File: src/rtl/mm_pkg.sv
// mm_pkg: shared types and sizing helpers for the matrix-multiplier output path.
package mm_pkg;

  // Result collector states: filling the frame buffer, or streaming it out.
  typedef enum logic {
    COLLECT = 1'b0,
    DRAIN   = 1'b1
  } drain_state_t;

  // Smallest matrix dimension the collector supports (frame of at least 2).
  localparam int MIN_MAT_DIM = 2;

  // Number of elements in one result frame.
  function automatic int frame_n(input int mat_dim);
    return mat_dim * mat_dim;
  endfunction

  // Width of a counter indexing a frame of n elements.
  function automatic int cnt_w(input int n);
    return (n > 1) ? $clog2(n) : 1;
  endfunction

endpackage

File: src/rtl/result_buf.sv
// result_buf: frame storage for result_drain. One synchronous write port and
// one registered read port; no reset on the array or the read register.
module result_buf #(
  parameter int WIDTH = 9,
  parameter int DEPTH = 4,
  parameter int AW    = 2
) (
  input  logic             clk,
  input  logic             i_we,
  input  logic [AW-1:0]    i_waddr,
  input  logic [WIDTH-1:0] i_wdata,
  input  logic [AW-1:0]    i_raddr,
  output logic [WIDTH-1:0] o_rdata
);

  logic [WIDTH-1:0] r_mem [DEPTH];

  // Write port: store one element per enabled cycle.
  always_ff @(posedge clk) begin
    if (i_we) r_mem[i_waddr] <= i_wdata;
  end

  // Read port: registered read of the requested entry every cycle.
  always_ff @(posedge clk) begin
    o_rdata <= r_mem[i_raddr];
  end

endmodule

File: src/rtl/result_drain.sv
// result_drain: captures one matrix-multiplier result frame (N = MAT_DIM^2
// elements, each a value plus an overflow flag) and streams it out in capture
// order over valid/ready.
// Build option: RESULT_DRAIN_SAT_EN -- when defined, overflowed elements are
// stored as all-ones instead of zero.
module result_drain
  import mm_pkg::*;
#(
  parameter int DATA_WIDTH = 8,
  parameter int MAT_DIM    = 2
) (
  input  logic                  clk,
  input  logic                  reset_n,
  input  logic                  res_valid,
  input  logic [DATA_WIDTH-1:0] res_data,
  input  logic                  res_invalid,
  output logic                  collect_ready,
  output logic                  out_valid,
  input  logic                  out_ready,
  output logic [DATA_WIDTH-1:0] out_data,
  output logic                  out_invalid,
  output logic                  out_last,
  output logic                  frame_done,
  output logic                  drop_err,
  input  logic                  clr_err
);

  localparam int N  = frame_n(MAT_DIM);
  localparam int CW = cnt_w(N);
  localparam int EW = DATA_WIDTH + 1;
  localparam logic [CW-1:0] LAST_IDX = CW'(N - 1);
  localparam logic [CW-1:0] CNT_ONE  = CW'(1);

`ifdef RESULT_DRAIN_SAT_EN
  localparam logic [DATA_WIDTH-1:0] INV_DATA = {DATA_WIDTH{1'b1}};
`else
  localparam logic [DATA_WIDTH-1:0] INV_DATA = '0;
`endif

  drain_state_t    r_state, w_state_nxt;
  logic [CW-1:0]   r_wr_cnt, w_wr_cnt_nxt;
  logic [CW-1:0]   r_rd_cnt, w_rd_cnt_nxt;
  logic            w_capture;
  logic            w_drop;
  logic            w_last_hs;
  logic [EW-1:0]   w_wr_elem;
  logic [EW-1:0]   w_rd_elem;
  logic            r_frame_done;
  logic            r_drop_err;

  // Next-state, counter and event decode for the collect/drain FSM.
  always_comb begin
    w_state_nxt  = r_state;
    w_wr_cnt_nxt = r_wr_cnt;
    w_rd_cnt_nxt = r_rd_cnt;
    w_capture    = 1'b0;
    w_drop       = 1'b0;
    w_last_hs    = 1'b0;
    case (r_state)
      COLLECT: begin
        if (res_valid) begin
          w_capture = 1'b1;
          if (r_wr_cnt == LAST_IDX) begin
            w_wr_cnt_nxt = '0;
            w_state_nxt  = DRAIN;
          end else begin
            w_wr_cnt_nxt = r_wr_cnt + CNT_ONE;
          end
        end
      end
      DRAIN: begin
        // Strobes here have nowhere to go; they are discarded and flagged.
        w_drop = res_valid;
        if (out_ready) begin
          if (r_rd_cnt == LAST_IDX) begin
            w_rd_cnt_nxt = '0;
            w_state_nxt  = COLLECT;
            w_last_hs    = 1'b1;
          end else begin
            w_rd_cnt_nxt = r_rd_cnt + CNT_ONE;
          end
        end
      end
      default: begin
        w_state_nxt = COLLECT;
      end
    endcase
  end

  // Sanitise the incoming element: an overflowed result never stores res_data.
  always_comb begin
    w_wr_elem = {1'b0, res_data};
    if (res_invalid == 1'b1) w_wr_elem = {1'b1, INV_DATA};
  end

  // FSM state and frame counters.
  always_ff @(posedge clk or negedge reset_n) begin
    if (!reset_n) begin
      r_state  <= COLLECT;
      r_wr_cnt <= '0;
      r_rd_cnt <= '0;
    end else begin
      r_state  <= w_state_nxt;
      r_wr_cnt <= w_wr_cnt_nxt;
      r_rd_cnt <= w_rd_cnt_nxt;
    end
  end

  // End-of-frame pulse and sticky drop error (a new drop beats a clear).
  always_ff @(posedge clk or negedge reset_n) begin
    if (!reset_n) begin
      r_frame_done <= 1'b0;
      r_drop_err   <= 1'b0;
    end else begin
      r_frame_done <= w_last_hs;
      if (w_drop)       r_drop_err <= 1'b1;
      else if (clr_err) r_drop_err <= 1'b0;
    end
  end

  // The read address follows the next read count, so the registered read
  // port already holds the element the outputs must show after each edge.
  result_buf #(
    .WIDTH (EW),
    .DEPTH (N),
    .AW    (CW)
  ) u_buf (
    .clk     (clk),
    .i_we    (w_capture),
    .i_waddr (r_wr_cnt),
    .i_wdata (w_wr_elem),
    .i_raddr (w_rd_cnt_nxt),
    .o_rdata (w_rd_elem)
  );

  // Outputs decode registered state only; buffer contents are masked to zero
  // whenever no element is being offered.
  assign collect_ready = (r_state == COLLECT);
  assign out_valid     = (r_state == DRAIN);
  assign out_data      = out_valid ? w_rd_elem[DATA_WIDTH-1:0] : '0;
  assign out_invalid   = out_valid & w_rd_elem[DATA_WIDTH];
  assign out_last      = out_valid && (r_rd_cnt == LAST_IDX);
  assign frame_done    = r_frame_done;
  assign drop_err      = r_drop_err;

  // An accepted strobe must carry a known overflow flag.
  a_res_invalid_known: assert property (
    @(posedge clk) disable iff (!reset_n) res_valid |-> !$isunknown(res_invalid)
  );

endmodule

File: config.mk
export PLATFORM = sky130hd
export DESIGN_NAME = result_drain
export DESIGN_NICKNAME = d
export VERILOG_FILES = /design/src/rtl/mm_pkg.sv /design/src/rtl/result_buf.sv /design/src/rtl/result_drain.sv
export SDC_FILE = /design/constraint.sdc
export NUM_CORES = 1
export LEC_CHECK = 0
export CAP_MARGIN = 10
export CORE_MARGIN = 5
export CORE_UTILIZATION = 48
export DETAILED_ROUTE_END_ITERATION = 16
export PLACE_DENSITY_LB_ADDON = 0.1
export SLEW_MARGIN = 20
export SYNTH_ARGS = -nofsm -noshare
export SYNTH_HDL_FRONTEND = slang
export SYNTH_SLANG_ARGS = --single-unit
File: constraint.sdc
create_clock -name clk -period 1.69 [get_ports clk]
set_clock_uncertainty 0.1 [all_clocks]
set_input_delay 0.169 -clock clk [delete_from_list [all_inputs] [get_ports clk]]
set_output_delay 0.169 -clock clk [all_outputs]
set_load 0.05 [all_outputs]
Yosys cells after proc, flatten, opt, wreduce, memory -nomap -nowiden
Memory sizes are Yosys's and may differ from the RTL's. A register that Yosys moved wholly into a read port is not among the register bits.
Cells that the tools add are included.
{"block": "totals", "output_inout_bits": 14, "ram_bits": 36, "latchBits": 0, "word_cells": 36, "romBits": 0, "register_bits": 7, "mem_count": 1}
{"block": "op_classes", "shift": 0, "addsub": 2, "n_eq_ne": 2, "n_div": 0, "reduce_logical": 3, "n_bitwise": 2, "mul": 0, "muxes": 21, "order_cmp": 0}
{"memory": "u_buf.r_mem", "depth": 4, "word_bits": 9, "rd": 1, "rd_ports_with_merged_regs": 1, "write_ports": 1, "line_no": "result_buf.sv:16", "text": "logic [WIDTH-1:0] r_mem [DEPTH];"}
{"op": "$mux 1", "n": 14}
{"op": "$mux 9", "n": 1}
{"op": "$mux 2", "n": 4}
{"op": "$mux 8", "n": 1}
{"op": "$add 2x1->2 const B", "n": 2}
{"op": "$eq 2x2->1 const B", "n": 2}
{"op": "$pmux 1 s2", "n": 1}
{"op": "$reduce_and 2->1", "n": 1}
{"op": "$reduce_bool 2->1", "n": 1}
{"op": "$and 1x1->1", "n": 1}
{"op": "$logic_and 1x1->1", "n": 1}
{"op": "$not 1->1", "n": 1}

Depth between registers and ports, before layout
{"block": "depth", "word_depth": 4, "mapped_depth": 4, "ltp_nobuf": 4}

Hierarchy
From an unflattened synthesis, not the netlist that was laid out.
{"block": "unflattened", "hier_cells": 102, "hier_area_um2": 1919.3}
{"module": "result_buf", "area_each_um2": 1511.4, "cells_each": 60, "seq_area_each_um2": 1261.2, "n_inst": 1}
{"module": "result_drain", "area_each_um2": 407.9, "cells_each": 42, "seq_area_each_um2": 175.2, "n_inst": 1}

Worst setup path after synthesis
OpenSTA, ideal clock, no wires.
{"block": "synth_timing", "path_type": "flip-flop to flip-flop", "start": "register r_state, in the netlist out_valid", "end": "register u_buf.o_rdata[0], read port of u_buf.r_mem", "period_less_slack_ns": 1.993, "path_buffers": 0, "path_slack_ns": -0.303, "arrival_time_ns": 1.757, "stages_incl_launch_ff": 4, "path_cell_list": "dfrtp_1 -> nand2_4 -> xor2_4 -> mux4_1"}
{"block": "synth_via", "elab_chain_cells": 1}
{"element": "start, declared", "line_no": "result_drain.sv:40", "text": "drain_state_t r_state, w_state_nxt;"}
{"element": "start signal, assigned", "line_no": "result_drain.sv:103", "text": "r_state <= w_state_nxt;"}
{"element": "$mux 2", "line_no": "result_drain.sv:59", "text": "case (r_state)"}
{"element": "end, declared", "line_no": "result_buf.sv:13", "text": "output logic [WIDTH-1:0] o_rdata"}
No other way between the ends.
A chain may end at the register's enable or synchronous reset.

Worst setup path in the final report
{"block": "layout_timing", "start": "register r_rd_cnt[0]", "end": "register u_buf.o_rdata[7], read port of u_buf.r_mem"}
{"block": "layout_via", "elab_chain_cells": 4}
{"element": "start, declared", "line_no": "result_drain.sv:42", "text": "logic [CW-1:0] r_rd_cnt, w_rd_cnt_nxt;"}
{"element": "start signal, assigned", "line_no": "result_drain.sv:105", "text": "r_rd_cnt <= w_rd_cnt_nxt;"}
{"element": "$add 2x1->2 / $eq 2x2->1 (equally long branches)", "line_no": "result_drain.sv:80, result_drain.sv:75"}
{"element": "$mux 2", "line_no": "result_drain.sv:75", "text": "if (r_rd_cnt == LAST_IDX) begin"}
{"element": "$mux 2", "line_no": "result_drain.sv:74", "text": "if (out_ready) begin"}
{"element": "$mux 2 (*)", "line_no": "result_drain.sv:59"}
Mark *: on every way between the ends. The rest lies on a longest branch, timed or not.

==> metrics <==
initial drt markers=47; power density cells=1910 nW/um^2; Comb pwr share=a little over half; Worst Path Class, Setup=register to register; Fmax=0.601 GHz; Arrival @ worst endpoint=approximately 1.7 ns; unrepaired setup endpoints after global routing=true; TNS Setup=0 ns; first-pass GRT wire length=~5.3 mm; total track usage=13.7%; fraction of layout cells with a size suffix above 1=between 20% and 30%; Cell Area, Placed=approximately 2600 um^2; M1 WL=~1.3 mm; Die Height=74.8 um; Syn Nets=approximately 130; Worst-path clk slew=approximately 0.080 ns; commonest non-fill, non-tap cell in the layout=edfxtp_1; fin crit period=~1.7 ns; Netlist Area Pre-Place=between 2000 and 2500 um^2; clk root buf=clkbuf_8; vias in the first global route=between 1k and 1.5k; Die ar.=5600 um^2; n_diodes=0; core area=between 4000 and 5000 um^2; largest net degree at the start of global routing=16; reg-to-reg slack, setup=0.03 ns; critical path cell sequence=buf_4 > xor2_4 > buf_12 > mux4_1; CTS max path bufs=2; I/O pin count=28; Met2 Wirelength=~1.8 mm; Sw Pwr=around 1.8 mW; Routed WL=approximately 3.4 mm; Avg Cell Area, Syn=18.5 um^2; commonest non-fill, non-tap cells in the layout=36 x edfxtp_1, 17 x buf_12, 13 x clkdlybuf4s50_1; Buffers on Ports=27; die width=74.8 um; FP Rows=23; Slew Limit Fails=0; Via density=just under 5; max layer used=met4; Max VDD drop=0.619 mV; gpl congestion=roughly 0.66; Leakage=just over 1 nW; Worst-Margin Slew=between 0.4 and 0.5 ns; Area growth syn-to-layout=32.7%; ratio of final minimum period to clock period=between 90% and 100%; H-tree levels=2; Worst Reg2Reg Path Length in Cells=4; average wire per standard cell=16.6 um; post-cts resize count=1; overflow left after global routing=0; Ys Warns=0; CTS buffer count=5; Setup-failing EPs final=0; sequential share of power=a little over a third; Via Count=between 1k and 1.5k; Hold Buf Count CTS=0; Layout Nets=roughly 170; CP max stage delay=roughly 0.55 ns; Fillers=about 290; Int Power=about 3.3 mW; Hold WC Path Type=primary input to asynchronous set/reset pin; Slowest-stage cell, CP=mux4_1; clk_lat worst skew=between 0.2 and 0.3 ns; register bit total from synthesis=52; TritonCTS Sinks=52; MaxCap Viol Count=0; RR Startpoint=r_rd_cnt[0]; Critical Path Start Type=register; dpl hpwl=2.29 mm; sequential share of the synthesized area=a little under three quarters; relative slew slack=71.0%; largest delay contributor family on the critical path=multiplexers; outcome=completed; Hold Vio Cnt, Final=0; Yosys cell types=19; Met3 Wirelength=about 190 um; Initial Util=50.0%; Mapped Cells=between 100 and 150; CP Buf/Inv Count=2; Design Area, Final=2680 um^2; Final ANT Viol Nets=0; total setup buffers inserted after CTS=0; DR DRC count=0; Pwr Total=approximately 5.1 mW; antenna violations before repair=0; Sw Ratio=34.8%; CTS tree=built; crit path max fanout=10; fin util=between 60% and 70%; Clk pwr share=12.7%; CP required=~1.8 ns; FF-to-FF End=u_buf.o_rdata[7]; crit end category=register; DRT Pass-1 Iters=4
[routing by layer]
layer | vias to the layer above | global-route usage (%)
li1 | 483 | -
met1 | 494 | 15.1
met2 | 28 | 24.7
met3 | 4 | 4.14
met4 | 0 | 5.34
met5 | - | 0
[worst reg2reg max path, stage by stage (launching register included)]
cell and delay (ns):
dfrtp_1 0.39, buf_4 0.16, xor2_4 0.18, buf_12 0.16, mux4_1 0.55
[how the worst max path moves through the flow]
stage                startpoint          endpoint  slack, ns  depth (start not counted)
floorplan             out_valid  u_buf.o_rdata[0]      -0.11                          3
global placement      out_ready  u_buf.o_rdata[3]      -0.16                          5
detailed placement    out_ready  u_buf.o_rdata[6]      -0.22                          5
CTS                 r_rd_cnt[0]  u_buf.o_rdata[0]      0.009                          4
global route        r_rd_cnt[0]  u_buf.o_rdata[3]      -0.02                          4
finish              r_rd_cnt[0]  u_buf.o_rdata[7]       0.03                          4
[logic make-up (layout without fill, tap and decap cells)]
kind of cell | after synthesis | after routing | share of synthesized area [%]
flops | 52 | 52 | 71.3
simple gates | 30 | 30 | 9.12
xor+xnor | 1 | 1 | 1.37
fa+ha+maj | 5 | 5 | 3.10
mux | 10 | 10 | 12.8
buf+inv | 7 | 51 | 1.30
compound gates | 4 | 4 | 0.993
[power groups by stage]
stage	registers (mW)	logic, mW	clock network, mW
2_1_floorplan	1.90	1.29	0
3_3_place_gp	1.81	2.63	0
3_5_place_dp	1.83	2.68	0
4_1_cts	1.80	2.69	0.679
5_1_grt	1.82	2.81	0.736
6_report	1.80	2.65	0.648
[cell usage after synthesis]
cell type  number  area share, %
and2b_2         1           0.43
inv_1           6            1.1
nor2b_1         8            2.5
xor2_4          1            1.4
mux2i_4         1            1.1
dfrtp_1         7            8.7
o21ai_0         3           0.74
dfxtp_1         9            8.9
a21oi_1         1           0.25
nor2_1          2           0.37
nand2_1         4           0.74
and2_2          2           0.74
and3_2          1           0.37
nand2_4         1           0.56
edfxtp_1       36             54
ha_1            5            3.1
and2_1         11            3.4
clkbuf_1        1           0.19
mux4_1          9             12
[through the flow]
step | hold WS [ns] | setup WS (ns) | std cells
finish | 0.0273 | 0.0271 | 203
global route | 0.0315 | -0.0246 | 203
CTS | 0.0248 | 0.00855 | 203
detailed placement | 0.353 | -0.220 | 195
global placement | 0.349 | -0.160 | 195
floorplan | -0.227 | -0.110 | 109
[state kept, by name (all words and copies together), names as in the netlist]
name / cells
u_buf.r_mem: 36
r_wr_cnt: 2
frame_done: 1
r_rd_cnt: 2
u_buf.o_rdata: 9
out_valid: 1
drop_err: 1
[layout make-up]
class	count	area (um^2)	share of cell area [%]
multi-input cells	50	546	20.4
inverters	6	22.5	0.842
clock inverters	2	11.3	0.421
well taps	50	62.6	2.34
clock buffers	6	72.6	2.71
repair buffers	37	523	19.6
flip-flops and latches	52	1440	53.7
(Power assumes the default switching activity.)
